`src/rtl/regfile_write_arbiter_pkg.sv`:
```
// Shared definitions for the register-file write arbiter: default widths,
// the write-request record and the requester index constants.
package regfile_write_arbiter_pkg;

   localparam int DATA_W_DEF = 32;
   localparam int ADDR_W_DEF = 5;

   typedef struct packed {
      logic [ADDR_W_DEF-1:0] reg_idx;
      logic [DATA_W_DEF-1:0] data;
   } wr_req_t;

   localparam logic REQ_EX  = 1'b0;
   localparam logic REQ_MEM = 1'b1;

endpackage

```
`src/rtl/regfile_wr_buffer.sv`:
```
// One-entry write-request holding buffer with a valid/ready handshake.
// Writes to register 0 are acknowledged on the handshake but never stored.
module regfile_wr_buffer #(
   parameter int DATA_W = 32,
   parameter int ADDR_W = 5
) (
   input  logic              clk,
   input  logic              rst_n,
   input  logic              in_valid,
   input  logic [ADDR_W-1:0] in_reg,
   input  logic [DATA_W-1:0] in_data,
   input  logic              drain,
   output logic              ready,
   output logic              load,
   output logic              full,
   output logic [ADDR_W-1:0] buf_reg,
   output logic [DATA_W-1:0] buf_data
);

   logic              full_d, full_q;
   logic [ADDR_W-1:0] reg_d, reg_q;
   logic [DATA_W-1:0] data_d, data_q;

   // Ready follows from state only so a drained slot can be refilled on the same edge.
   assign ready = rst_n & (~full_q | drain);
   assign load  = in_valid & ready & (in_reg != {ADDR_W{1'b0}});

   // Next buffer contents: a load wins over a drain of the same slot.
   always_comb begin
      full_d = full_q;
      reg_d  = reg_q;
      data_d = data_q;
      if (load) begin
         full_d = 1'b1;
         reg_d  = in_reg;
         data_d = in_data;
      end else if (drain) begin
         full_d = 1'b0;
      end else begin
         full_d = full_q;
      end
   end

   // Buffer state register.
   always_ff @(posedge clk or negedge rst_n) begin
      if (!rst_n) begin
         full_q <= 1'b0;
         reg_q  <= {ADDR_W{1'b0}};
         data_q <= {DATA_W{1'b0}};
      end else begin
         full_q <= full_d;
         reg_q  <= reg_d;
         data_q <= data_d;
      end
   end

   assign full     = full_q;
   assign buf_reg  = reg_q;
   assign buf_data = data_q;

endmodule

```
`src/rtl/regfile_write_arbiter.sv`:
```
// Two-requester register-file write-port arbiter (oldest first, round-robin tie-break).
// Optional conflict statistics port and counter are built when REGWR_ARB_STATS_EN is defined.
module regfile_write_arbiter
   import regfile_write_arbiter_pkg::*;
#(
   parameter int DATA_W = DATA_W_DEF,
   parameter int ADDR_W = ADDR_W_DEF
) (
   input  logic                   clk,
   input  logic                   reset,
   input  logic                   Req0Valid,
   output logic                   Req0Ready,
   input  logic [ADDR_W-1:0]      Req0Reg,
   input  logic [DATA_W-1:0]      Req0Data,
   input  logic                   Req1Valid,
   output logic                   Req1Ready,
   input  logic [ADDR_W-1:0]      Req1Reg,
   input  logic [DATA_W-1:0]      Req1Data,
`ifdef REGWR_ARB_STATS_EN
   input  logic                   ConflictClear,
   output logic [15:0]            ConflictCount,
`endif
   output logic                   RegWrite,
   output logic [ADDR_W-1:0]      WriteRegister,
   output logic [DATA_W-1:0]      WriteData,
   output logic [(1<<ADDR_W)-1:0] PendingMask
);

   localparam int NREG = 1 << ADDR_W;

   logic              full0_s, full1_s, load0_s, load1_s, drain0_s, drain1_s;
   logic [ADDR_W-1:0] buf_reg0_s, buf_reg1_s;
   logic [DATA_W-1:0] buf_data0_s, buf_data1_s;
   logic              grant_valid_s, grant_idx_s;
   logic              ptr_d, ptr_q, age_d, age_q, tie_d, tie_q;
   logic              next_full0_s, next_full1_s;
   logic              regwrite_d, regwrite_q;
   logic [ADDR_W-1:0] wr_reg_d, wr_reg_q;
   logic [DATA_W-1:0] wr_data_d, wr_data_q;
   logic [NREG-1:0]   pending_s;

   regfile_wr_buffer #(.DATA_W(DATA_W), .ADDR_W(ADDR_W)) u_buf_ex (
      .clk      (clk),
      .rst_n    (reset),
      .in_valid (Req0Valid),
      .in_reg   (Req0Reg),
      .in_data  (Req0Data),
      .drain    (drain0_s),
      .ready    (Req0Ready),
      .load     (load0_s),
      .full     (full0_s),
      .buf_reg  (buf_reg0_s),
      .buf_data (buf_data0_s)
   );

   regfile_wr_buffer #(.DATA_W(DATA_W), .ADDR_W(ADDR_W)) u_buf_mem (
      .clk      (clk),
      .rst_n    (reset),
      .in_valid (Req1Valid),
      .in_reg   (Req1Reg),
      .in_data  (Req1Data),
      .drain    (drain1_s),
      .ready    (Req1Ready),
      .load     (load1_s),
      .full     (full1_s),
      .buf_reg  (buf_reg1_s),
      .buf_data (buf_data1_s)
   );

   // Grant selection; the pointer only moves when it actually broke a tie.
   always_comb begin
      grant_valid_s = 1'b0;
      grant_idx_s   = REQ_EX;
      ptr_d         = ptr_q;
      case ({full1_s, full0_s})
         2'b01: begin
            grant_valid_s = 1'b1;
            grant_idx_s   = REQ_EX;
         end
         2'b10: begin
            grant_valid_s = 1'b1;
            grant_idx_s   = REQ_MEM;
         end
         2'b11: begin
            grant_valid_s = 1'b1;
            if (tie_q) begin
               grant_idx_s = ptr_q;
               ptr_d       = ~ptr_q;
            end else begin
               grant_idx_s = age_q;
            end
         end
         default: begin
            grant_valid_s = 1'b0;
            grant_idx_s   = REQ_EX;
         end
      endcase
      drain0_s = grant_valid_s & (grant_idx_s == REQ_EX);
      drain1_s = grant_valid_s & (grant_idx_s == REQ_MEM);
   end

   // Age tracking: age_q names the older buffer, tie_q marks a same-edge double load.
   always_comb begin
      next_full0_s = load0_s | (full0_s & ~drain0_s);
      next_full1_s = load1_s | (full1_s & ~drain1_s);
      age_d        = age_q;
      tie_d        = tie_q;
      if (next_full0_s && next_full1_s) begin
         case ({load1_s, load0_s})
            2'b11: tie_d = 1'b1;
            2'b01: begin
               tie_d = 1'b0;
               age_d = REQ_MEM;
            end
            2'b10: begin
               tie_d = 1'b0;
               age_d = REQ_EX;
            end
            default: begin
               tie_d = tie_q;
               age_d = age_q;
            end
         endcase
      end else begin
         tie_d = 1'b0;
      end
   end

   // Write stage: index and data hold when nothing is granted.
   always_comb begin
      regwrite_d = grant_valid_s;
      wr_reg_d   = wr_reg_q;
      wr_data_d  = wr_data_q;
      if (grant_valid_s) begin
         wr_reg_d  = (grant_idx_s == REQ_MEM) ? buf_reg1_s  : buf_reg0_s;
         wr_data_d = (grant_idx_s == REQ_MEM) ? buf_data1_s : buf_data0_s;
      end else begin
         wr_reg_d  = wr_reg_q;
         wr_data_d = wr_data_q;
      end
   end

   // Arbiter and write-stage state registers.
   always_ff @(posedge clk or negedge reset) begin
      if (!reset) begin
         ptr_q      <= 1'b0;
         age_q      <= 1'b0;
         tie_q      <= 1'b0;
         regwrite_q <= 1'b0;
         wr_reg_q   <= {ADDR_W{1'b0}};
         wr_data_q  <= {DATA_W{1'b0}};
      end else begin
         ptr_q      <= ptr_d;
         age_q      <= age_d;
         tie_q      <= tie_d;
         regwrite_q <= regwrite_d;
         wr_reg_q   <= wr_reg_d;
         wr_data_q  <= wr_data_d;
      end
   end

   // Outstanding-write decode; register 0 is never reported.
   always_comb begin
      pending_s = (full0_s ? ({{(NREG-1){1'b0}}, 1'b1} << buf_reg0_s) : {NREG{1'b0}})
                | (full1_s ? ({{(NREG-1){1'b0}}, 1'b1} << buf_reg1_s) : {NREG{1'b0}})
                | (regwrite_q ? ({{(NREG-1){1'b0}}, 1'b1} << wr_reg_q) : {NREG{1'b0}});
      pending_s = pending_s & {{(NREG-1){1'b1}}, 1'b0};
   end

   assign RegWrite      = regwrite_q;
   assign WriteRegister = wr_reg_q;
   assign WriteData     = wr_data_q;
   assign PendingMask   = pending_s;

`ifdef REGWR_ARB_STATS_EN
   logic [15:0] conflict_d, conflict_q;

   // Saturating count of cycles in which one requester is kept waiting.
   always_comb begin
      conflict_d = conflict_q;
      if (ConflictClear) begin
         conflict_d = 16'd0;
      end else if (full0_s && full1_s && (conflict_q != 16'hFFFF)) begin
         conflict_d = conflict_q + 16'd1;
      end else begin
         conflict_d = conflict_q;
      end
   end

   // Conflict counter register.
   always_ff @(posedge clk or negedge reset) begin
      if (!reset) begin
         conflict_q <= 16'd0;
      end else begin
         conflict_q <= conflict_d;
      end
   end

   assign ConflictCount = conflict_q;
`endif

endmodule

```
`config.mk`:
```
export PLATFORM = sky130hd
export DESIGN_NAME = regfile_write_arbiter
export DESIGN_NICKNAME = d
export VERILOG_FILES = /design/src/rtl/regfile_write_arbiter_pkg.sv /design/src/rtl/regfile_wr_buffer.sv /design/src/rtl/regfile_write_arbiter.sv
export SDC_FILE = /design/constraint.sdc
export NUM_CORES = 1
export LEC_CHECK = 0
export BUFFER_PORTS_ARGS = -buffer_cell sky130_fd_sc_hd__buf_2
export CAP_MARGIN = 10
export CORE_AREA = 2 2 152 80
export CTS_CLUSTER_DIAMETER = 120
export DETAILED_ROUTE_END_ITERATION = 7
export DIE_AREA = 0 0 154 82
export PLACE_DENSITY = 0.85
export SETUP_SLACK_MARGIN = 0.5
export SLEW_MARGIN = 20
export SYNTH_ARGS = -nofsm -noshare
export SYNTH_HDL_FRONTEND = slang
export SYNTH_SLANG_ARGS = --single-unit
```
`constraint.sdc`:
```
create_clock -name clk -period 3.3 [get_ports clk]
set_input_delay 0.99 -clock clk [delete_from_list [all_inputs] [get_ports clk]]
set_output_delay 0.99 -clock clk [all_outputs]
set_load 0.02 [all_outputs]
```
After elaboration in Yosys (flattened, before gate mapping)

Cells that the tools add are included.

Register bits: 117
Latch bits: 0
Bits in writable memories: 0
ROM bits: 0
Input bits: 78
Output and inout port bits: 72
Logic and storage cells: 69
Memories kept: 0

Add/sub/neg operators: 0
Multipliers: 0
Divide/modulo/power cells: 0
Magnitude comparators: 0
Equal/unequal tests: 7
Shift operators: 3
Muxes and demuxes: 15
Bitwise operators: 22
Reductions and logical operators: 10

Operators by type and width:

| operator             | count |
|---|---|
| $mux 32              | 4 |
| $shl 1x5->32 const A | 3 |
| $or 32x32->32        | 2 |
| $and 1x1->1          | 10 |
| $reduce_bool 5->1    | 2 |
| $eq 2x2->1 const B   | 4 |
| $mux 1               | 7 |
| $not 1->1            | 6 |
| $pmux 1 s2           | 3 |
| $reduce_bool 2->1    | 3 |
| $mux 5               | 1 |
| $eq 2x1->1 const B   | 2 |
| $or 1x1->1           | 4 |
| $reduce_and 2->1     | 2 |
| $ne 3x2->1 const B   | 1 |
| $reduce_or 3->1      | 1 |
| $reduce_or 2->1      | 1 |
| $logic_and 1x1->1    | 1 |

Logic depth before layout (Yosys ltp)

Depth after elaboration: 12
Gate-level depth with buffers: 7
Depth with buffers taken out: 6

Hierarchy

Synthesis repeated with hierarchy kept, for this count alone.

Cells, all modules: 507
Area total of the unflattened synthesis: 6195.9 um^2

By module, submodules not included:

| module                | instances | cells an instance | area an instance (um^2) | seq. area each (um^2) |
|---|---|---|---|---|
| regfile_wr_buffer     | 2         | 87                | 1601.5                  | 950.9 |
| regfile_write_arbiter | 1         | 333               | 2992.9                  | 1026.0 |

Worst setup path after synthesis

Ideal clock, no wire load.

Path type: input -> register
Start: in Req1Reg[0]
End: reg age_q
Setup time: 0.079 ns
Data arrival time: 2.732 ns
Data required time: 3.221 ns
Setup slack: 0.489 ns
Stages on the path: 7
Path buffers: 1
Path through: or4_1 nor2_1 and4b_1 buf_2 ha_1 a221oi_1 mux2i_1

Word-level cells in the longest chain between the ends: 5
Elaborated cells between the ends (all ways): 9
Those cells by class: eq/ne (2); mux (1); bitwise (2); reduce/logical (4)

Ends and longest elaborated chain:

| what                                                             | line                         | source |
|---|---|---|
| from (decl)                                                      | regfile_write_arbiter.sv:17  | `input logic [ADDR_W-1:0] Req1Reg,` |
| $reduce_bool 5->1 (*)                                            | regfile_wr_buffer.sv:26      | `assign load = in_valid & ready & (in_reg != {ADDR_W{1'b0}});` |
| $and 1x1->1 (*)                                                  | regfile_wr_buffer.sv:26      |  |
| named net load1_s                                                | regfile_write_arbiter.sv:31  | `logic full0_s, full1_s, load0_s, load1_s, drain0_s, drain1_s;` |
| $eq 2x2->1, or another cell as far along                         | regfile_write_arbiter.sv:109 | `case ({load1_s, load0_s})` |
| $reduce_bool 2->1 (no line) or $logic_and 1x1->1 (tied branches) | -                            |  |
| $reduce_and 2->1 (no line)                                       | -                            |  |
| to (signal assigned)                                             | regfile_write_arbiter.sv:154 | `age_q <= age_d;` |
| to (decl)                                                        | regfile_write_arbiter.sv:35  | `logic ptr_d, ptr_q, age_d, age_q, tie_d, tie_q;` |

Mark *: on every way through the listed nets, which the timed path passes. The rest lies on a longest branch.
A chain may end at the register's enable or synchronous reset.

Final worst setup path

Start: reg u_buf_mem.reg_q[2] (netlist: u_buf_mem.buf_reg[2])
End: out PendingMask[28]

Word-level cells in the longest chain between the ends: 4

Ends and longest elaborated chain:

| what                   | line                         | source |
|---|---|---|
| from (decl)            | regfile_wr_buffer.sv:21      | `logic [ADDR_W-1:0] reg_d, reg_q;` |
| from (signal assigned) | regfile_wr_buffer.sv:48      | `reg_q <= {ADDR_W{1'b0}};` |
| from (signal assigned) | regfile_wr_buffer.sv:52      | `reg_q <= reg_d;` |
| $shl 1x5->32           | regfile_write_arbiter.sv:165 | `\| (full1_s ? ({{(NREG-1){1'b0}}, 1'b1} << buf_reg1_s) : {NREG{1'b0}})` |
| $mux 32                | regfile_write_arbiter.sv:165 |  |
| $or 32x32->32          | regfile_write_arbiter.sv:165 |  |
| $or 32x32->32          | regfile_write_arbiter.sv:166 | `\| (regwrite_q ? ({{(NREG-1){1'b0}}, 1'b1} << wr_reg_q) : {NREG{1'b0}});` |
| to (decl)              | regfile_write_arbiter.sv:26  | `output logic [(1<<ADDR_W)-1:0] PendingMask` |

Every way passes these cells.

==> results.md <==
- Crit start category: flop
- Initial core utilization: between 40% and 50%
- Distinct cells, synth: 39
- Max Cap Violations: 0
- Post-synthesis compound-gate area fraction: 10.42%
- Core area: ~0.011 sq mm
- Arrival @ worst endpoint: roughly 1900 ps
- Kind of critical path: flop to output port
- Post-Place Cells: between 700 and 800
- Drt wl/cell: between 15 and 20 microns
- Top post-synthesis cells by area: dfrtp_1, mux2_2, nand2_1
- Simple-Gate Fraction of Synth Area: 15.33%
- RSZ-0062 raised after global routing: yes
- Via count: roughly 4700
- Maximum clock path buffer count: 2
- Crit. Startpoint: u_buf_mem.buf_reg[2]
- Cells after Synth: between 500 and 600
- Final Setup Violations: 0
- Clk slew on worst S/H paths: 60 ps
- Syn_nets: 585
- Fin crit share: between 80% and 90%
- Worst flop-to-flop path startpoint: tie_q
- Vias in the first global route: ~4700
- Final Hold Viols: 0
- Pint: approximately 3.4 mW
- Slew Viols, Final: 0
- Combinational share of power: 20.9%
- Crit path to: PendingMask[28]
- Clock root cell: clkbuf_16
- Tmin final: between 2000 and 3000 ps
- Register area share after synthesis: between 50% and 60%
- Worst skew pair latency: just over 400 ps
- I/O Pins: 150
- Cell taking the most area after synthesis: dfrtp_1
- Number of fill cells: between 800 and 900
- Post-route DRC: 0
- Antenna viol nets, final: 0
- Die height: between 80 and 90 microns
- Clock power share: roughly two fifths
- Initial antenna violation count: 1
- Critical Path Fanout Max: 7
- First-pass DRT Iterations: 7
- Worst Skew: between 10 and 15 ps
- Tightest Hold Check Type: input pin to async pin
- P_leak: 3.617 nW
- FMAX: between 300 and 400 MHz
- Largest net degree at the start of global routing: 61
- Gr usage total: between 20% and 30%
- Initial DRC Count: roughly 470
- Clock tree from TritonCTS: done
- Sw power: around 1.5 mW
- Power Dens Cells: 667.8 mW/mm^2
- FP Rows: 28
- Full die area: roughly 0.013 sq mm
- Syn Area/Cell: between 10 and 15 sq um
- Via density per instance: 5.781
- Post-synth top area share: 52.76%
- Synth Area in Adders: less than 1%
- Total gr overflow: 0
- Seq pwr share: ~40%
- Synth Cell Area: approximately 0.0055 sq mm
- Post-Synth XOR/XNOR Area: less than 1%
- Power Total: a little under 5 mW
- CP required: 2310 ps
- Yosys reg bits: 117
- First-pass GRT wire length: around 25 mm
- Crit end category: output port
- Reg2reg end: u_buf_ex.buf_data[2]
- Main combinational cell family by area after synthesis: multiplexers
- Post-Route Setup TNS: 0 ps
- H-tree Lvls: 4
- Switching Fraction: approximately 30%
- Share of cells above drive strength 1: 46.79%
- Mux contribution to synthesized area: between 10% and 20%
- Port bufs: roughly 150
- Final nets: 736
- Die X: roughly 150 microns
- Final Wtd Congestion: slightly below 1
- CTS Buf Count: 17
- Yosys warns: 0
- Reg2reg setup slack: about 950 ps
- Sinks on Clock Net: 117
- Area delta synth->final: 30.76%
- Cell Count, Final, Fillers Out: slightly above 800
- CTS Hold Bufs: 0
- FF-to-FF path depth: 6
- Worst slew pin tran: between 1000 and 1500 ps
- Post-DP HPWL: ~11 mm
- Worst slew margin: about a third
- Peak VDD IR: roughly 0.45 mV
- Outcome: finished clean
- Total Wirelength: approximately 16 mm
==> routing by layer <==
metal | up-vias | GRT usage, % | wire length [microns]
li1 | 2085 | - | -
met1 | 2342 | 35.86 | 7094
met2 | 259 | 37.58 | 6840
met3 | 58 | 9.921 | 1693
met4 | 2 | 9.907 | 298
met5 | - | 0 | 41
==> critical path, stage by stage, from the launching register on <==
cell and delay [ps]:
dfrtp_2 470, inv_1 160, nor3_2 360, a22oi_1 160
nand2_1 140, buf_2 180
==> layout make-up <==
| class | count | area, sq um | area share [%] |
|---|---|---|---|
| flip-flops and latches | 117 | 2943 | 40.56 |
| multi-input cells | 346 | 2567 | 35.39 |
| repair buffers | 167 | 905.9 | 12.48 |
| clock buffers | 20 | 466.7 | 6.432 |
| well taps | 150 | 187.7 | 2.587 |
| clock inverters | 12 | 152.6 | 2.104 |
| inverters | 7 | 27.53 | 0.3794 |
| diodes | 2 | 5.005 | 0.06898 |
==> placed cells by master (no fill, tap or decap), types with 2 or more instances in the layout <==
master	instances
clkbuf_16	17
and3_1	6
a22oi_1	65
clkinv_2	4
buf_2	147
nand2_1	138
mux2_2	48
nor3_1	2
mux2_4	21
nand4_1	2
buf_4	19
and3_4	3
and2_1	2
diode_2	2
ha_1	2
nor3_2	3
nor2_2	2
nor3b_2	6
mux2_1	4
inv_1	6
or4_1	2
nand3_2	2
a21boi_4	2
and3b_1	2
nor2_1	5
a222oi_1	2
dfrtp_1	105
nor2_4	3
bufinv_16	3
o21ai_0	2
nor3b_4	3
clkbuf_8	3
dfrtp_2	12
and3b_2	3
clkinv_4	2
clkinvlp_4	4
nor3b_1	3
==> power by group through the flow <==
| stage | clock network, mW | logic, mW | registers [mW] |
|---|---|---|---|
| after floorplan | 0 | 0.530 | 1.96 |
| after global placement | 0 | 0.912 | 1.91 |
| after detailed placement | 0 | 0.942 | 1.93 |
| after CTS | 1.93 | 0.961 | 1.92 |
| after global routing | 2.01 | 1.09 | 1.97 |
| final | 1.90 | 1.01 | 1.93 |
==> through the flow <==
stage	hold slack, ps	instance area [sq um]	setup WS, ps	util, %
floorplan	442.0	5555	551.0	-
global placement	450.2	6386	547.6	56.09
detailed placement	462.0	6386	481.2	56.09
CTS	411.1	7089	471.3	62.26
global route	418.0	7253	419.5	63.70
finish	424.6	7256	442.5	63.73
==> cells in the mapped netlist, drive strengths merged <==
master and count:
and4b 1, nor3 5, a221oi 1, ha 2
or3 1, nor2 10, inv 6, mux2i 2
a22oi 65, buf 10, o211ai 1, clkinv 1
a221o 1, nand4 2, a21boi 2, nand3 3
nand2 139, o21ai 2, and3 9, nor3b 12
mux2 73, conb 1, and2 2, xnor2 1
and3b 5, or4 2, a222oi 2, o21bai 1
clkbuf 25, o2111a 1, dfrtp 117
==> worst min path at each step <==
stage	slack [ps]	end	cells past startpoint	from
finish	420	u_buf_ex.buf_reg[4]	1	reset
global route	420	u_buf_ex.buf_reg[3]	1	reset
CTS	410	WriteRegister[2]	1	reset
detailed placement	460	WriteData[21]	2	u_buf_ex.buf_data[21]
global placement	450	WriteData[7]	2	u_buf_ex.buf_data[7]
floorplan	440	WriteData[23]	2	u_buf_ex.buf_data[23]
==> kinds of logic (layout without fill, tap and decap cells) <==
group / count (synthesis) / count (layout)
AOI/OAI and AO/OA: 76 / 76
xor gates and xnor gates: 1 / 1
adders and majority gates: 2 / 2
buffers and inverters: 42 / 206
DFF: 117 / 117
muxes: 75 / 75
other: 1 / 3
and+or+nand+nor: 191 / 191
==> timing repair <==
action,CTS,global route
gates resized for setup,21,26
buffers inserted,0,8
endpoints found under the setup margin,29,31
pin swaps,0,3
Power figures use the tool's default switching activity.
